`config.mk`:
```
export PLATFORM = sky130hd
export DESIGN_NAME = la_capture_engine
export DESIGN_NICKNAME = d
export VERILOG_FILES = /design/src/rtl/la_pkg.sv /design/src/rtl/la_trigger_unit.sv /design/src/rtl/la_capture_engine.sv
export SDC_FILE = /design/constraint.sdc
export NUM_CORES = 1
export LEC_CHECK = 0
export ABC_AREA = 1
export BUFFER_PORTS_ARGS = -buffer_cell sky130_fd_sc_hd__buf_4
export CAP_MARGIN = 20
export CORE_MARGIN = 5
export CORE_UTILIZATION = 30
export DETAILED_ROUTE_END_ITERATION = 6
export MAX_ROUTING_LAYER = met4
export PLACE_DENSITY = 0.43
export RECOVER_POWER = 100
export SLEW_MARGIN = 20
export SYNTH_ARGS = -nofsm -noshare
export SYNTH_HDL_FRONTEND = slang
export SYNTH_SLANG_ARGS = --single-unit
```
`constraint.sdc`:
```
create_clock -name clk -period 7 [get_ports clk]
set_input_delay 0.7 -clock clk [delete_from_list [all_inputs] [get_ports clk]]
set_output_delay 0.7 -clock clk [all_outputs]
set_load 0.005 [all_outputs]
```
`src/rtl/la_pkg.sv`:
```
// Shared state encoding and entry sizing for the logic-analyzer capture engine.
package la_pkg;

    localparam logic [1:0] LA_IDLE = 2'd0;
    localparam logic [1:0] LA_PRE  = 2'd1;
    localparam logic [1:0] LA_POST = 2'd2;
    localparam logic [1:0] LA_READ = 2'd3;

    typedef enum logic [1:0] {
        IDLE = LA_IDLE,
        PRE  = LA_PRE,
        POST = LA_POST,
        READ = LA_READ
    } la_state_e;

    // Stored entry is {run_len, sample}.
    function automatic int unsigned entry_w(input int unsigned ch, input int unsigned ts_w);
        return ch + ts_w;
    endfunction

endpackage

```
`src/rtl/la_trigger_unit.sv`:
```
// Masked pattern compare with optional first-matching-cycle (edge) qualification.
module la_trigger_unit
    import la_pkg::*;
#(
    parameter int unsigned CH = 8
) (
    input  logic          clk,
    input  logic          rst_n,
    input  logic          i_clear,
    input  logic [CH-1:0] i_ch_in,
    input  logic [CH-1:0] i_pattern,
    input  logic [CH-1:0] i_mask,
    input  logic          i_edge,
    output logic          o_hit
);

    logic w_match;
    logic r_match_q;

    // An all-zero mask makes every sample match.
    assign w_match = ((i_ch_in ^ i_pattern) & i_mask) == '0;
    assign o_hit   = w_match && (!i_edge || !r_match_q);

    always_ff @(posedge clk or negedge rst_n) begin
        if (!rst_n) begin
            r_match_q <= 1'b0;
        end else if (i_clear) begin
            r_match_q <= 1'b0;
        end else begin
            r_match_q <= w_match;
        end
    end

endmodule

```
`src/rtl/la_capture_engine.sv`:
```
// Multi-channel capture engine: armed trigger, pre/post ring buffer with optional
// run-length entries, and ready/valid readout of the DEPTH-entry window.
module la_capture_engine
    import la_pkg::*;
#(
    parameter int unsigned CH    = 8,
    parameter int unsigned DEPTH = 64,
    parameter int unsigned TS_W  = 8,
    localparam int unsigned AW   = $clog2(DEPTH),
    localparam int unsigned EW   = entry_w(CH, TS_W)
) (
    input  logic          clk,
    input  logic          rst_n,
    input  logic          i_arm,
    input  logic          i_abort,
    input  logic [CH-1:0] i_ch_in,
    input  logic [CH-1:0] i_trig_pattern,
    input  logic [CH-1:0] i_trig_mask,
    input  logic          i_trig_edge,
    input  logic          i_rle_en,
    input  logic [AW-1:0] i_pre_cnt,
    output logic          o_rd_valid,
    input  logic          i_rd_ready,
    output logic [EW-1:0] o_rd_data,
    output logic          o_rd_last,
    output logic [1:0]    o_state,
    output logic          o_triggered
);

    localparam logic [TS_W-1:0] MAXRUN  = '1;
    localparam logic [AW:0]     DEPTH_C = (AW+1)'(DEPTH);
    localparam logic [AW-1:0]   LAST_C  = AW'(DEPTH - 1);
    localparam logic [AW-1:0]   PTR_ONE = AW'(1);
    localparam logic [AW:0]     CNT_ONE = (AW+1)'(1);

    la_state_e       r_state;
    logic            r_first;
    logic            r_rle_en;
    logic            r_triggered;
    logic            r_rd_valid;
    logic [AW-1:0]   r_pre_cnt;
    logic [AW-1:0]   r_wr_ptr;
    logic [AW-1:0]   r_start_ptr;
    logic [AW-1:0]   r_rd_ptr;
    logic [AW-1:0]   r_rd_cnt;
    logic [AW:0]     r_wr_cnt;
    logic [AW:0]     r_post_cnt;
    logic [CH-1:0]   r_cur;
    logic [TS_W-1:0] r_run;
    logic [EW-1:0]   r_mem [DEPTH];

    logic          w_clear;
    logic          w_hit;
    logic          w_flush;
    logic          w_qual;
    logic          w_accept;
    logic          w_force;
    logic          w_we;
    logic          w_post_done;
    logic          w_rd_fire;
    logic [AW:0]   w_need;
    logic [AW-1:0] w_trig_ptr;

    assign w_clear = (r_state == IDLE) && i_arm;

    la_trigger_unit #(
        .CH (CH)
    ) u_trig (
        .clk       (clk),
        .rst_n     (rst_n),
        .i_clear   (w_clear),
        .i_ch_in   (i_ch_in),
        .i_pattern (i_trig_pattern),
        .i_mask    (i_trig_mask),
        .i_edge    (i_trig_edge),
        .o_hit     (w_hit)
    );

    assign w_flush     = (i_ch_in != r_cur) || (r_run == MAXRUN) || !r_rle_en;
    assign w_qual      = ({1'b0, r_wr_cnt} + (AW+2)'(1)) >= {2'b00, r_pre_cnt};
    assign w_accept    = (r_state == PRE) && !r_first && w_hit && w_qual;
    assign w_need      = DEPTH_C - {1'b0, r_pre_cnt};
    // One write left: close the pending run next cycle rather than wait for a change.
    assign w_force     = (r_post_cnt == (w_need - CNT_ONE));
    assign w_post_done = ((r_post_cnt + CNT_ONE) == w_need);
    assign w_trig_ptr  = r_wr_ptr + PTR_ONE;
    assign w_rd_fire   = r_rd_valid && i_rd_ready;
    assign w_we        = !i_abort &&
                         (((r_state == PRE) && !r_first && (w_flush || w_accept)) ||
                          ((r_state == POST) && (w_flush || w_force)));

    always_ff @(posedge clk) begin
        if (w_we) begin
            r_mem[r_wr_ptr] <= {r_run, r_cur};
        end
    end

    always_ff @(posedge clk or negedge rst_n) begin
        if (!rst_n) begin
            r_state     <= IDLE;
            r_first     <= 1'b0;
            r_rle_en    <= 1'b0;
            r_triggered <= 1'b0;
            r_rd_valid  <= 1'b0;
            r_pre_cnt   <= '0;
            r_wr_ptr    <= '0;
            r_start_ptr <= '0;
            r_rd_ptr    <= '0;
            r_rd_cnt    <= '0;
            r_wr_cnt    <= '0;
            r_post_cnt  <= '0;
            r_cur       <= '0;
            r_run       <= '0;
        end else if (i_abort) begin
            r_state     <= IDLE;
            r_triggered <= 1'b0;
            r_rd_valid  <= 1'b0;
        end else begin
            case (r_state)
                IDLE: begin
                    if (i_arm) begin
                        r_state    <= PRE;
                        r_pre_cnt  <= i_pre_cnt;
                        r_rle_en   <= i_rle_en;
                        r_wr_ptr   <= '0;
                        r_wr_cnt   <= '0;
                        r_post_cnt <= '0;
                        r_first    <= 1'b1;
                    end
                end
                PRE: begin
                    if (r_first) begin
                        r_first <= 1'b0;
                        r_cur   <= i_ch_in;
                        r_run   <= '0;
                    end else begin
                        if (w_we) begin
                            r_wr_ptr <= w_trig_ptr;
                            r_cur    <= i_ch_in;
                            r_run    <= '0;
                            if (r_wr_cnt != DEPTH_C) begin
                                r_wr_cnt <= r_wr_cnt + CNT_ONE;
                            end
                        end else begin
                            r_run <= r_run + TS_W'(1);
                        end
                        if (w_accept) begin
                            r_start_ptr <= w_trig_ptr - r_pre_cnt;
                            r_triggered <= 1'b1;
                            r_post_cnt  <= '0;
                            r_state     <= POST;
                        end
                    end
                end
                POST: begin
                    if (w_we) begin
                        r_wr_ptr   <= w_trig_ptr;
                        r_cur      <= i_ch_in;
                        r_run      <= '0;
                        r_post_cnt <= r_post_cnt + CNT_ONE;
                        if (w_post_done) begin
                            r_state    <= READ;
                            r_rd_ptr   <= r_start_ptr;
                            r_rd_cnt   <= '0;
                            r_rd_valid <= 1'b1;
                        end
                    end else begin
                        r_run <= r_run + TS_W'(1);
                    end
                end
                READ: begin
                    if (w_rd_fire) begin
                        if (r_rd_cnt == LAST_C) begin
                            r_state     <= IDLE;
                            r_rd_valid  <= 1'b0;
                            r_triggered <= 1'b0;
                        end else begin
                            r_rd_ptr <= r_rd_ptr + PTR_ONE;
                            r_rd_cnt <= r_rd_cnt + PTR_ONE;
                        end
                    end
                end
                default: r_state <= IDLE;
            endcase
        end
    end

    // Gated so the (unreset) memory never shows on the bus outside READ.
    assign o_rd_data   = r_rd_valid ? r_mem[r_rd_ptr] : '0;
    assign o_rd_last   = r_rd_valid && (r_rd_cnt == LAST_C);
    assign o_rd_valid  = r_rd_valid;
    assign o_state     = r_state;
    assign o_triggered = r_triggered;

endmodule

```
==> flow_summary_export.csv, run 1 <==
group,metric,value,unit
die,design.die.area,157000,um2
clocking,postCtsSetupRepairBufs,0,
placement,dp_cells,5473,
clocking,cts_max_path_buffers,3,
clocking,cts_sinks,1091,
sta,drv_slew,987,
worst_setup_path,cpMaxStageDelayCell,"nor2_1",
clocking,path_clk_slew,60,ps
yosys,yosysTopAreaCellShare,68.8,%
pwr,leakagePower,0.0167,uW
global_routing,antenna_found_initial,9,
worst_setup_path,critPathMaxStageDelay,1010,ps
sta,setup_viol,0,
clocking,cts_tree,"yes",
sta,worstMarginPinSlew,4050,ps
detailed_routing,ant_nets,0,
worst_setup_path,critPathLaunchType,"register",
clocking,cts_root_buf,"clkbuf_16",
die,die_x,396,um
yosys,netlist_instances,3621,
worst_setup_path,critical_path_buf_inv_count,4,
global_routing,track_usage,17.8,%
final_layout,instances_no_fill,5696,
final_layout,area_growth,13.6,%
sta,rsz0062_at_grt,"no",
yosys,synth_area_leaders,"edfxtp_1 (69%), o21ai_0 (6.1%), nor2_1 (5.3%)",
min_path,hp-class,"primary input to register",
yosys,synth_edf_count,1024,
sta,fmax,0.169,GHz
final_layout,drive_gt1_share,7.95,%
global_routing,grt_overflow,0,
global_routing,grt_start_max_net_pins,231,
yosys,syn_area,44700,um2
final_layout,nets,3723,
yosys,synthFlopType,"edfxtp_1",
worst_setup_path,path_cells,"buf_4, ha_1, nand2_1, inv_1, nand2_1, nor2_1, nand4_1, a21oi_1, a21oi_1, nand2_1, nand2_1, clkinvlp_2, nand4_1, nor2_1, clkbuf_1",
die,io_pins,58,
detailed_routing,firstDrtPassIters,5,
detailed_routing,avgViaCountPerCell,5.13,
sta,hold_viol,0,
worst_setup_path,path_max_fanout,66,
yosys,syn-num-nets,3683,
sta,slew_headroom,-170,%
sta,min_period_over_period,84.4,%
pwr,ir_drop,0.000197,V
clocking,cts_buffers,115,
placement,gp_congestion,0.781,
detailed_routing,wl,139000,um
sta,min_period,5910,ps
die,core_area,148000,um2
worst_setup_path,end_kind,"register",
placement,hpwl,73800,um
sta,tns,0,ps
yosys,synth_area_per_cell,12.3,um2
die,initial_core_util,30.2,%
flow_run,maxCapViolCount,27,
clocking,clock_latency,740,ps
worst_setup_path,path_delay_family,"simple AND/OR/NAND/NOR gates",
worst_setup_path,critPathKind,"register to register",
global_routing,grt_pass1_vias,28200,
worst_setup_path,crit_top_cell,"nand2_1",
yosys,ys_seq_area_share,72.5,%
sta,skew,45.3,ps
detailed_routing,drc,0,
die,rows,141,
yosys,yosys.area.top_type,"edfxtp_1",
global_routing,grt_pass1_wl,202000,um
outcome,status,"finished, violations left",
yosys,async_reset_ff_share,6.14,%
outcome,violations,"max-capacitance violations, max-slew violations",
yosys,yosysWarnings,0,
detailed_routing,vias,29200,
detailed_routing,first_iter_violations,2600,
placement,portBuffers,57,
yosys,synth-seq-cells,1091,
pwr,powerDensity,364,nW/um2
worst_setup_path,crit_arrival,6250,ps
yosys,ys_types,45,
detailed_routing,post_drt_wl_per_cell,24.4,um
worst_setup_path,cp_data_required_time,7350,ps
die,die_y,396,um
clocking,cts-htree-levels,3,
==> cells in the mapped netlist, types with 2 or more instances <==
cell type,count
nand2_1,318
o221ai_1,101
clkinv_1,6
xnor2_1,8
dfrtp_1,67
a21oi_1,58
inv_1,94
o21ai_0,547
or2_2,11
inv_2,2
nand2_4,2
o21ai_1,26
mux2i_1,2
nand4_1,40
nor3_1,10
edfxtp_1,1024
a31oi_1,3
buf_4,3
nand3_1,184
ha_1,24
o22ai_1,158
nor2_1,635
buf_2,10
o211ai_1,28
xor2_1,14
nand4_2,2
nand2_2,5
nand4_4,6
buf_1,22
mux2_2,2
clkbuf_1,195
==> cells by family after synthesis <==
family                   share of synthesized area (%)
AO/OA/AOI/OAI                                     11.9
XOR/XNOR                                         0.431
adder cells (fa/ha/maj)                          0.717
buffers and inverters                             2.92
flip-flops                                        72.5
multiplexers                                    0.0952
AND/OR/NAND/NOR                                   11.4
==> worst register-to-register path: cells and delay by family, from the launching register on <==
| family | cells | cell delay [ps] |
|---|---|---|
| simple gates | 8 | 3000 |
| buf+inv | 4 | 1650 |
| fa+ha+maj | 1 | 290 |
| compound gates | 2 | 280 |
| flops | 1 | 340 |
==> routing by layer <==
metal,vias up,part of all wire (%),track usage [%],wire length (um)
li1,13500,-,-,-
met1,14800,46,24.4,64200
met2,784,46,27.6,64400
met3,195,5.0,3.03,6960
met4,0,2.6,4.73,3650
met5,-,0,-,0
==> what timing repair did <==
action,CTS,global route
hold buffers,1,0
gates resized for setup,0,0
hold endpoints to repair,5,0
==> power breakdown <==
group | switching (uW) | internal (uW)
Clock | 2580 | 3240
Sequential | 192 | 8060
Combinational | 3380 | 1000
Total | 6160 | 12300
==> layout by cell type (no fill, tap or decap), drive strengths merged, types with 2 or more instances in the layout <==
| master | count |
|---|---|
| dfrtp | 67 |
| buf | 80 |
| nand2 | 325 |
| mux2 | 2 |
| inv | 100 |
| clkinvlp | 3 |
| xnor2 | 8 |
| or2 | 11 |
| o22ai | 158 |
| nand4 | 48 |
| xor2 | 14 |
| o21ai | 573 |
| clkinv | 52 |
| clkbuf | 235 |
| nor3 | 10 |
| o221ai | 101 |
| diode | 5 |
| nand3 | 185 |
| bufinv | 4 |
| mux2i | 2 |
| a21oi | 59 |
| ha | 24 |
| o211ai | 28 |
| nor2 | 636 |
| edfxtp | 1024 |
| a31oi | 3 |
==> final timing paths <==
path                                    endpoint  slack (ps)  cells after the start           start
worst max register to register      r_mem[40][6]        1090                     15        r_run[0]
max in group asynchronous            r_rd_ptr[1]        2250                      3           rst_n
worst min register to register    r_start_ptr[4]         490                      2  r_start_ptr[4]
min in group asynchronous          r_post_cnt[6]         450                      2           rst_n
worst max-delay path                r_mem[40][6]        1090                     15        r_run[0]
worst min-delay path            u_trig.r_match_q         210                      2           i_arm
==> layout make-up <==
type / count / area (um2)
Inverter: 103 / 404
Timing Repair Buffer: 155 / 1020
Multi-Input combinational cell: 2195 / 10900
Clock inverter: 56 / 440
Tap cell: 1930 / 2410
Fill cell: 14600 / 97300
Sequential cell: 1091 / 32500
Antenna cell: 5 / 12.5
Clock buffer: 161 / 3100
==> registers in the layout, indices dropped and copies added, names as in the netlist, 2 cells and up <==
signal,count
r_mem,1024
r_cur,8
r_run,8
r_post_cnt,7
r_wr_cnt,7
r_pre_cnt,6
r_rd_cnt,6
r_rd_ptr,6
r_start_ptr,6
r_wr_ptr,6
o_state,2
==> stage by stage <==
stage / util [%] / area, um2 / setup WS (ps) / hold WS, ps / total power [uW]
CTS: 34.6 / 51100 / 1590 / 153 / 18700
detailed placement: 32.2 / 47600 / 2390 / 471 / 12900
floorplan: - / 44700 / 3210 / 404 / 10900
global placement: 32.2 / 47600 / 2380 / 471 / 12900
finish: 34.3 / 50800 / 1090 / 212 / 18500
global route: 34.3 / 50800 / 712 / 173 / 19400
Power figures use the tool's default switching activity.
==> run 2, diff against run 1 <==
==> constraint.sdc (replaced) <==
create_clock -name clk -period 5.5 [get_ports clk]
set_input_delay 0.55 -clock clk [delete_from_list [all_inputs] [get_ports clk]]
set_output_delay 0.55 -clock clk [all_outputs]
set_load 0.005 [all_outputs]
==> run 2 against run 1 <==
  * The flow still finishes with violations (max-capacitance violations, max-slew violations)
  * Critical path depth is 4 lower
  * Cell area is 0.90% higher
  * Non-clock buffer count is 7 higher
  * Final cell count barely moved
  * Sequential share of layout area fell by 0.57 points
  * Core utilization is 0.31 points higher
  * Register-to-register slack got worse by 450 ps
  * Clock skew fell by 10 ps
  * Die area stayed put
  * Via count down 0.23%
  * Combinational power rose by 33%
  * Critical path type is now register to output pin
  * Critical endpoint is now o_rd_data[0]
==> flow_summary_export.csv, run 2 (same netlist as run 1, synthesis figures left out) <==
group,metric,value,unit
outcome,status,"finished, violations left",
outcome,violations,"max-capacitance violations, max-slew violations",
placement,portBuffers,57,
final_layout,final_cell_mix,"edfxtp_1 (1,024), nor2_1 (614), o21ai_0 (569)",
flow_run,maxCapViolCount,15,
clocking,cts_hold_buf,5,
min_path,hp-start,"i_pre_cnt[2]",
detailed_routing,drc,0,
die,die_x,396,um
clocking,cts-htree-levels,3,
pwr,ir_drop,0.000286,V
placement,gp_congestion,0.801,
placement,placed_area,47700,um2
sta,fmax,0.205,GHz
sta,min_period_over_period,88.6,%
clocking,cts_sinks,1091,
final_layout,largest_register_ffs,1024,
worst_setup_path,critPathMaxStageDelay,760,ps
die,core_area,148000,um2
die,design.die.area,157000,um2
worst_setup_path,crit_arrival,4320,ps
sta,setup_viol,0,
sta,slew_headroom,-199,%
sta,worstMarginPinSlew,4490,ps
clocking,cts_max_path_buffers,3,
worst_setup_path,cpMaxStageDelayCell,"inv_6",
min_path,min_path_cells,3,
global_routing,track_usage,17.6,%
final_layout,nets,3732,
worst_setup_path,critical_path_buf_inv_count,5,
worst_setup_path,path_delay_family,"buffers and inverters",
placement,hpwl,78100,um
clocking,cts_tree,"yes",
worst_setup_path,cp_data_required_time,4950,ps
clocking,cts_buffers,117,
clocking,clock_latency,740,ps
final_layout,final_common_cell,"edfxtp_1",
detailed_routing,post_drt_wl_per_cell,24.2,um
global_routing,antenna_found_initial,6,
sta,min_period,4870,ps
clocking,cts_root_buf,"clkbuf_16",
min_path,hp-class,"primary input to register",
worst_setup_path,critPathLaunchType,"register",
final_layout,fin_area,51200,um2
die,initial_core_util,30.2,%
sta,drv_slew,1001,
detailed_routing,first_iter_violations,2226,
worst_setup_path,r2r-end,"r_run[7]",
sta,rsz0062_at_grt,"no",
die,rows,141,
worst_setup_path,critPathKind,"register to output pin",
global_routing,grt_pass1_vias,28300,
sta,skew,34.8,ps
pwr,power.total,24100,uW
worst_setup_path,cp.depth,11,
detailed_routing,vias,29100,
detailed_routing,wl,138000,um
die,io_pins,58,
worst_setup_path,end_kind,"output pin",
clocking,postCtsSetupRepairBufs,0,
final_layout,area_growth,14.6,%
worst_setup_path,ff2ff_setup_slack,640,ps
final_layout,num-fill-cells,14500,
global_routing,grt_overflow,0,
worst_setup_path,rr_startpoint,"r_run[2]",
global_routing,grt_pass1_wl,201000,um
pwr,powerDensity,471,nW/um2
sta,hold_viol,0,
detailed_routing,avgViaCountPerCell,5.11,
clocking,path_clk_slew,60,ps
detailed_routing,ant_nets,0,
global_routing,grt_start_max_net_pins,169,
min_path,min_delay_worst_endpoint,"r_pre_cnt[2]",
die,die_y,396,um
final_layout,drive_gt1_share,9.55,%
worst_setup_path,path_cells,"inv_6, buf_12, buf_12, buf_4, o21ai_0, o221ai_1, nand3_1, nand3_1, nand3_1, a21oi_1, clkbuf_1",
worst_setup_path,reg2reg_depth,11,
sta,tns,0,ps
clocking,cts_resized,0,
worst_setup_path,crit_top_cell,"nand3_1",
final_layout,top_regs,"r_mem x1024, r_cur x8, r_run x8",
pwr,leakagePower,0.0170,uW
detailed_routing,firstDrtPassIters,5,
worst_setup_path,path_max_fanout,141,
final_layout,top_register,"r_mem",
[run 2: cell count changes in the layout (fill, tap and decap cells not counted), moves of 6 or more]
cell,before,now
nand4_4,0,6
clkbuf_8,1,7
clkbuf_1,107,51
clkinv_1,31,39
clkbuf_2,1,29
nand4_1,48,42
buf_12,8,14
nor2_2,15,21
[run 2: worst max path at each step]
stage / startpoint / end / slack [ps]
after floorplan: r_run[1] / r_mem[12][0] / 1710
after global placement: r_pre_cnt[1] / r_mem[0][12] / 1440
after detailed placement: r_wr_cnt[0] / r_mem[28][10] / 1450
after CTS: r_rd_ptr[1] / o_rd_data[2] / 650
after global routing: r_run[2] / r_run[7] / 250
final: r_rd_ptr[0] / o_rd_data[0] / 630
[run 2: report_power, final]
part	switching, uW	internal (uW)
sequential	229	10400
combinational	4500	1310
clock	3360	4350
[run 2: through the flow]
step                      worst slack (ps)  utilization (%)  hold slack [ps]  std cells
after floorplan                       1710                -              254       3621
after global placement                1440             32.2              466       5474
after detailed placement              1450             32.2              482       5475
after CTS                              652             34.7             9.98       5698
after global routing                   250             34.6             62.5       5701
final                                  629             34.6             83.5       5701
[run 2: worst min-delay path, delay by kind of cell]
| family | cells | cell delay, ps |
|---|---|---|
| compound gates | 1 | 70 |
| simple gates | 1 | 50 |
| buf+inv | 1 | 80 |
[run 2: metal layers]
layer	wire length (um)	vias up	GRT usage, %
li1	-	13500	-
met1	64000	14800	24.4
met2	62800	711	26.7
met3	7020	192	3.10
met4	3930	0	5.20
met5	0	-	-
[run 2: area by class of cell]
type	instances	area, um2	share of cell area, %
antenna	2	5.00	0.00977
clock buffer	144	3120	6.09
clock inverter	74	596	1.16
inverter	103	400	0.782
multi-input combinational	2195	11000	21.4
sequential	1091	32500	63.4
tap	1930	2410	4.71
timing repair buffer	162	1240	2.42
